<file path="src/rtl/fp_apb_master_pkg.sv">
// Shared definitions for the FP co-processor APB link: opcodes, FSM
// encoding and the instruction-to-paddr packing.
package fp_apb_pkg;

  localparam logic [3:0] OP_STORE = 4'ha;
  localparam logic [3:0] OP_LOAD  = 4'h2;
  localparam logic [3:0] OP_READ  = 4'hb;

  typedef enum logic [2:0] {
    ST_IDLE   = 3'd0,
    ST_SETUP  = 3'd1,
    ST_ACCESS = 3'd2,
    ST_RETRY  = 3'd3,
    ST_RESP   = 3'd4
  } apb_state_e;

  // Map one co-processor instruction onto the slave's paddr layout.
  function automatic logic [31:0] pack_paddr(
    input logic [3:0] op,
    input logic [3:0] dest,
    input logic [3:0] src1,
    input logic [3:0] src2,
    input logic [7:0] sram_addr
  );
    logic [31:0] addr;
    case (op)
      OP_STORE: addr = {op, sram_addr, 20'h0_0000};
      OP_LOAD:  addr = {op, sram_addr, dest, 16'h0000};
      OP_READ:  addr = {28'h000_0000, src1};
      default:  addr = {op, dest, src1, src2, 16'h0000};
    endcase
    return addr;
  endfunction

endpackage

</file>
<file path="src/rtl/fp_apb_master_if.sv">
// Command, APB and response signals between host, initiator and co-processor.
interface fp_apb_master_if;
  import fp_apb_pkg::*;

  logic        cmd_valid;
  logic        cmd_ready;
  logic [3:0]  cmd_opcode;
  logic [3:0]  cmd_dest;
  logic [3:0]  cmd_src1;
  logic [3:0]  cmd_src2;
  logic [7:0]  cmd_sram_addr;
  logic [31:0] cmd_wdata;

  logic [31:0] paddr;
  logic [31:0] pwdata;
  logic        pwrite;
  logic        psel;
  logic        penable;
  logic [31:0] prdata;
  logic        pready;
  logic        pslverr;

  logic        rsp_valid;
  logic        rsp_ready;
  logic [31:0] rsp_rdata;
  logic        rsp_err;
  logic        rsp_timeout;

  modport master (
    input  cmd_valid, cmd_opcode, cmd_dest, cmd_src1, cmd_src2, cmd_sram_addr, cmd_wdata,
    output cmd_ready,
    output paddr, pwdata, pwrite, psel, penable,
    input  prdata, pready, pslverr,
    output rsp_valid, rsp_rdata, rsp_err, rsp_timeout,
    input  rsp_ready
  );

  modport slave (
    output cmd_valid, cmd_opcode, cmd_dest, cmd_src1, cmd_src2, cmd_sram_addr, cmd_wdata,
    input  cmd_ready,
    input  paddr, pwdata, pwrite, psel, penable,
    output prdata, pready, pslverr,
    input  rsp_valid, rsp_rdata, rsp_err, rsp_timeout,
    output rsp_ready
  );

endinterface

</file>
<file path="src/rtl/fp_apb_master.sv">
// APB initiator for the FP co-processor: one command in, one APB transfer
// (with retry on pslverr and wait-state timeout), one response out.
module fp_apb_master
  import fp_apb_pkg::*;
#(
  parameter int unsigned MAX_RETRY = 2,
  parameter int unsigned TIMEOUT   = 64
) (
  input logic               apb_clk,
  input logic               preset,
  fp_apb_master_if.master   bus
);

  localparam int unsigned RW = $clog2(MAX_RETRY + 2);
  localparam int unsigned TW = $clog2(TIMEOUT + 1);

  apb_state_e      state;
  logic [RW-1:0]   retry_cnt;
  logic [TW-1:0]   tmo_cnt;

  // Handshake and APB phase strobes decode straight from the state so that
  // reset clears them asynchronously along with the state register.
  always_comb begin
    bus.cmd_ready = (state == ST_IDLE);
    bus.rsp_valid = (state == ST_RESP);
    bus.psel      = (state == ST_SETUP) || (state == ST_ACCESS);
    bus.penable   = (state == ST_ACCESS);
  end

  // Transfer sequencing, registered command fields and response capture.
  always_ff @(posedge apb_clk or posedge preset) begin
    if (preset) begin
      state           <= ST_IDLE;
      retry_cnt       <= '0;
      tmo_cnt         <= '0;
      bus.paddr       <= '0;
      bus.pwdata      <= '0;
      bus.pwrite      <= 1'b0;
      bus.rsp_rdata   <= '0;
      bus.rsp_err     <= 1'b0;
      bus.rsp_timeout <= 1'b0;
    end else begin
      case (state)
        ST_IDLE: begin
          if (bus.cmd_valid) begin
            bus.paddr       <= pack_paddr(bus.cmd_opcode, bus.cmd_dest, bus.cmd_src1,
                                          bus.cmd_src2, bus.cmd_sram_addr);
            bus.pwdata      <= (bus.cmd_opcode == OP_STORE) ? bus.cmd_wdata : '0;
            bus.pwrite      <= (bus.cmd_opcode != OP_READ);
            retry_cnt       <= '0;
            tmo_cnt         <= '0;
            bus.rsp_rdata   <= '0;
            bus.rsp_err     <= 1'b0;
            bus.rsp_timeout <= 1'b0;
            state           <= ST_SETUP;
          end
        end
        ST_SETUP: state <= ST_ACCESS;
        ST_ACCESS: begin
          if (bus.pready) begin
            if (!bus.pslverr) begin
              // Only reads carry pwrite=0, so pwrite doubles as the read flag.
              if (!bus.pwrite) bus.rsp_rdata <= bus.prdata;
              state <= ST_RESP;
            end else if (retry_cnt < RW'(MAX_RETRY)) begin
              retry_cnt <= retry_cnt + 1'b1;
              state     <= ST_RETRY;
            end else begin
              bus.rsp_err <= 1'b1;
              state       <= ST_RESP;
            end
          end else begin
            tmo_cnt <= tmo_cnt + 1'b1;
            if (tmo_cnt == TW'(TIMEOUT - 1)) begin
              bus.rsp_timeout <= 1'b1;
              state           <= ST_RESP;
            end
          end
        end
        ST_RETRY: state <= ST_SETUP;
        ST_RESP: begin
          if (bus.rsp_ready) state <= ST_IDLE;
        end
        default: state <= ST_IDLE;
      endcase
    end
  end

endmodule

</file>
<file path="src/flat_wrapper.sv">
// flat-port wrapper written by rule: the top's interface ports become plain ports
module fp_apb_master_flat import fp_apb_pkg::*;
#(
  parameter int unsigned MAX_RETRY = 2,
  parameter int unsigned TIMEOUT   = 64
)
  (apb_clk, preset, bus_cmd_valid, bus_cmd_opcode, bus_cmd_dest, bus_cmd_src1, bus_cmd_src2, bus_cmd_sram_addr, bus_cmd_wdata, bus_cmd_ready, bus_paddr, bus_pwdata, bus_pwrite, bus_psel, bus_penable, bus_prdata, bus_pready, bus_pslverr, bus_rsp_valid, bus_rsp_rdata, bus_rsp_err, bus_rsp_timeout, bus_rsp_ready);
  fp_apb_master_if bus_i ();
  input logic apb_clk;
  input logic preset;
  input wire logic [$bits(bus_i.cmd_valid)-1:0] bus_cmd_valid;
  input wire logic [$bits(bus_i.cmd_opcode)-1:0] bus_cmd_opcode;
  input wire logic [$bits(bus_i.cmd_dest)-1:0] bus_cmd_dest;
  input wire logic [$bits(bus_i.cmd_src1)-1:0] bus_cmd_src1;
  input wire logic [$bits(bus_i.cmd_src2)-1:0] bus_cmd_src2;
  input wire logic [$bits(bus_i.cmd_sram_addr)-1:0] bus_cmd_sram_addr;
  input wire logic [$bits(bus_i.cmd_wdata)-1:0] bus_cmd_wdata;
  output wire logic [$bits(bus_i.cmd_ready)-1:0] bus_cmd_ready;
  output wire logic [$bits(bus_i.paddr)-1:0] bus_paddr;
  output wire logic [$bits(bus_i.pwdata)-1:0] bus_pwdata;
  output wire logic [$bits(bus_i.pwrite)-1:0] bus_pwrite;
  output wire logic [$bits(bus_i.psel)-1:0] bus_psel;
  output wire logic [$bits(bus_i.penable)-1:0] bus_penable;
  input wire logic [$bits(bus_i.prdata)-1:0] bus_prdata;
  input wire logic [$bits(bus_i.pready)-1:0] bus_pready;
  input wire logic [$bits(bus_i.pslverr)-1:0] bus_pslverr;
  output wire logic [$bits(bus_i.rsp_valid)-1:0] bus_rsp_valid;
  output wire logic [$bits(bus_i.rsp_rdata)-1:0] bus_rsp_rdata;
  output wire logic [$bits(bus_i.rsp_err)-1:0] bus_rsp_err;
  output wire logic [$bits(bus_i.rsp_timeout)-1:0] bus_rsp_timeout;
  input wire logic [$bits(bus_i.rsp_ready)-1:0] bus_rsp_ready;
  assign bus_i.cmd_valid = bus_cmd_valid;
  assign bus_i.cmd_opcode = bus_cmd_opcode;
  assign bus_i.cmd_dest = bus_cmd_dest;
  assign bus_i.cmd_src1 = bus_cmd_src1;
  assign bus_i.cmd_src2 = bus_cmd_src2;
  assign bus_i.cmd_sram_addr = bus_cmd_sram_addr;
  assign bus_i.cmd_wdata = bus_cmd_wdata;
  assign bus_cmd_ready = bus_i.cmd_ready;
  assign bus_paddr = bus_i.paddr;
  assign bus_pwdata = bus_i.pwdata;
  assign bus_pwrite = bus_i.pwrite;
  assign bus_psel = bus_i.psel;
  assign bus_penable = bus_i.penable;
  assign bus_i.prdata = bus_prdata;
  assign bus_i.pready = bus_pready;
  assign bus_i.pslverr = bus_pslverr;
  assign bus_rsp_valid = bus_i.rsp_valid;
  assign bus_rsp_rdata = bus_i.rsp_rdata;
  assign bus_rsp_err = bus_i.rsp_err;
  assign bus_rsp_timeout = bus_i.rsp_timeout;
  assign bus_i.rsp_ready = bus_rsp_ready;
  fp_apb_master #(.MAX_RETRY(MAX_RETRY), .TIMEOUT(TIMEOUT)) u_core (.apb_clk(apb_clk), .preset(preset), .bus(bus_i));
endmodule
</file>
<file path="config.mk">
export PLATFORM = sky130hd
export DESIGN_NAME = fp_apb_master_flat
export DESIGN_NICKNAME = d
export VERILOG_FILES = /design/src/rtl/fp_apb_master_pkg.sv /design/src/rtl/fp_apb_master_if.sv /design/src/rtl/fp_apb_master.sv /design/src/flat_wrapper.sv
export SDC_FILE = /design/constraint.sdc
export NUM_CORES = 1
export LEC_CHECK = 0
export ABC_AREA = 1
export CAP_MARGIN = 30
export CORE_ASPECT_RATIO = 0.7
export CORE_MARGIN = 4
export CORE_UTILIZATION = 30
export DETAILED_ROUTE_END_ITERATION = 8
export GPL_ROUTABILITY_DRIVEN = 0
export PLACE_DENSITY = 0.68
export SYNTH_ARGS = -nofsm -noshare
export SYNTH_HDL_FRONTEND = slang
export SYNTH_SLANG_ARGS = --single-unit
</file>
<file path="constraint.sdc">
create_clock -name apb_clk -period 3.5 [get_ports apb_clk]
set_input_delay 1.05 -clock apb_clk [delete_from_list [all_inputs] [get_ports apb_clk]]
set_output_delay 1.05 -clock apb_clk [all_outputs]
set_load 0.005 [all_outputs]
</file>
==> results.md <==
- Hold Slack: 469 ps
- ANT nets after route: 0
- Slew @ Worst Pin: 890 ps
- # clock sinks: 99
- CP peak stage delay: 530 ps
- Clock Skews: 9.10 ps
- Tcrit/Tclk final: 81.0%
- Die Ht: 113 um
- Max-cap check violation count: 0
- Post-CTS Setup Repair Bufs: 0
- Highest clock rate: 353 MHz
- Crit path max fanout: 9
- Flop pwr share: 36.2%
- Area growth syn-to-layout: 47.1%
- Number of synthesized register bits: 99
- Synth Area per Inst: 7.70 um2
- Peak VDD IR: 348 uV
- Depth of the CTS H-tree: 3
- GRT Util Overall: 15.1%
- Compound-Gate Fraction of Synth Area: 1.55%
- Comb power frac: 42.0%
- Max-slew violations: 0
- Top cells by count, synth: nand2_1, dfrtp_1, nand3_1
- Mux contribution to synthesized area: 0%
- Vias per inst: 4.44
- Sw frac: 35.3%
- Xor-xnor portion of the synthesized cell area: 0.184%
- Clock tree buffer depth: 2
- First-pass GRT wire length: 21.8 mm
- Largest delay share family, worst path: buffers and inverters
- DP HPWL: 9.50 mm
- Met3 GRT Util: 4.55%
- Final cell count without fillers: 996
- Vias: 4419
- CP Class: reg -> out
- Placed Cells: 981
- CP max stage cell: clkdlybuf4s50_1
- Initial antenna violation count: 0
- Internal power: 3.11 mW
- Synth top area cells: dfrtp_1, nand2_1, nand3_1
- TNS Setup: 0 ps
- Number of synthesis warnings: 0
- CTS resizes: 0
- Largest net degree at the start of global routing: 100
- Final Setup Violations: 0
- Synth Area in Simple Gates: 35.2%
- Vias in the first global route: 4171
- Clk pwr share: 21.8%
- Cell variety after synth: 24
- Ordered cell list for the critical path: inv_1, nand2_1, o21ai_0, clkdlybuf4s50_1
- Num rows: 38
- Normalized max-slew margin: 40.3%
- Fin nets: 887
- Required @ worst endpoint: 2450 ps
- Leak Pwr: 3.61 nW
- Startpoint Class: flip-flop
- Worst setup EP type: output pin
- Mapped Cells: 619
- Tmin final: 2830 ps
- Final hold violations: 0
- Root Driver: clkbuf_16
- CTS tree: yes
- Post-synth EDFFs: 0
- Port bufs: 184
- Sequential-to-total area share from yosys stat: 52.0%
- Outcome: complete, no violations
- Overflow left after global routing: 0
- Iter 0 DRT Violations: 259
- Post-Synth Adder-Cell Area: 0.263%
- Met1 GRT Util: 22.1%
- Drt wl/cell: 13.8 um
- Fraction of registers with async set/reset: 100%
- Die Area: 18000 um2
- WP buf/inv: 2
- CP arrival: 1780 ps
- Num CTS Buffers: 9
- Layout cells sized above 1: 4.27%
- Initial Util: 30.6%
- DIE WIDTH: 159 um
- Top-area cell type share of the netlist area: 52.0%
- RSZ-0062 raised after global routing: false
- I/O pins: 197
- Power Total: 4.81 mW
- Area after DPL: 6700 um2
- Hold crit path type: reg -> reg
- 1st-pass router iterations: 4
- Final routed DRC violation total: 0
- Register clock-pin slew on the reported worst setup and hold paths: 60 ps
- Top_reg_cell synth: dfrtp_1
- Met2 usage: 21.9%
- Synth area leader: dfrtp_1
- Post-Syn Area: 4760 um2
- Clk_lat worst skew: 340 ps
- CTS Hold Bufs: 0
- WL final: 13.7 mm
- Leading cell type by number of instances after synthesis: nand2_1
- Psw: 1.70 mW
- PD cells: 686 nW/um2
- GRT Max-Usage Layer: met1
- Fin area: 7010 um2
- Core area: 15500 um2
- Diode count: 0
- Main combinational cell family by area after synthesis: simple AND/OR/NAND/NOR gates
[power by group through the flow]
stage          clock [mW]  sequential, mW  combinational, mW
2_1_floorplan           0            1.76               1.03
3_3_place_gp            0            1.76               2.03
3_5_place_dp            0            1.75               2.05
4_1_cts              1.09            1.74               2.05
5_1_grt              1.13            1.79               2.25
6_report             1.05            1.74               2.02
[flip-flops by register name, summed over array words and instances (netlist names)]
name                    flops
u_core.state                3
u_core.bus.pwrite           1
u_core.tmo_cnt              7
u_core.bus.rsp_err          1
u_core.bus.paddr           20
u_core.bus.rsp_timeout      1
u_core.bus.pwdata          32
u_core.bus.rsp_rdata       32
u_core.retry_cnt            2
[layout by cell type (no fill, tap or decap)]
cell	instances
a21oi_1	2
buf_12	2
buf_4	7
bufinv_16	2
clkbuf_1	2
clkbuf_16	9
clkdlybuf4s50_1	184
clkinv_4	1
clkinvlp_4	2
conb_1	12
dfrtp_1	99
ha_1	1
inv_1	52
inv_2	3
nand2_1	261
nand2_2	2
nand3_1	88
nand3_4	1
nor2_1	47
nor2_2	1
nor2_4	2
nor3_1	1
nor3_4	1
nor3b_1	1
o21ai_0	10
o21ai_1	1
o21ai_2	1
xnor2_1	1
[stage by stage]
stage          setup slack (ps)  utilization (%)
4_1_cts                     631             45.1
2_1_floorplan              1270                -
6_report                    665             45.1
3_5_place_dp                773             43.1
3_3_place_gp                823             43.1
5_1_grt                     504             45.1
[path summary, 6_finish.rpt]
path	startpoint	to	slack (ps)	depth (start not counted)
min in group asynchronous	preset	u_core.bus.pwdata[11]$_DFFE_PP0P_	1240	3
max in group asynchronous	preset	u_core.tmo_cnt[3]$_DFFE_PP0P_	1860	3
hold / removal	u_core.bus.rsp_rdata[24]$_DFFE_PP0P_	u_core.bus.rsp_rdata[24]$_DFFE_PP0P_	470	2
setup / recovery	u_core.state[1]$_DFFE_PP0P_	bus_psel	670	4
hold reg to reg	u_core.bus.rsp_rdata[24]$_DFFE_PP0P_	u_core.bus.rsp_rdata[24]$_DFFE_PP0P_	470	2
setup reg to reg	u_core.state[0]$_DFFE_PP0P_	u_core.state[2]$_DFFE_PP0P_	1710	7
[routing by layer]
layer	up-vias	routed length, um	part of all wire, %
li1	2221	-	-
met1	2042	6810	50
met2	144	5740	42
met3	12	1020	7.4
met4	0	168	1.2
met5	-	0	0
[tightest hold or removal path: cells and delay by family (launching register included)]
family	cells	cell delay (ps)
flops	1	340
simple gates	2	100
[cell families (layout without fill, tap and decap cells)]
logic type | Yosys count | after routing
AOI/OAI and AO/OA | 14 | 14
adders and majority gates | 1 | 1
other | 1 | 12
buffers and inverters | 98 | 264
and+or+nand+nor | 405 | 405
DFF | 99 | 99
xor gates and xnor gates | 1 | 1
[final cells by class]
class,instances,area (um2)
timing repair buffer,193,1930
fill,1504,8540
inverter,56,214
clock buffer,11,233
sequential,99,2480
tap,200,250
multi-input combinational,433,1820
clock inverter,4,76.3
(Power assumes the default switching activity.)
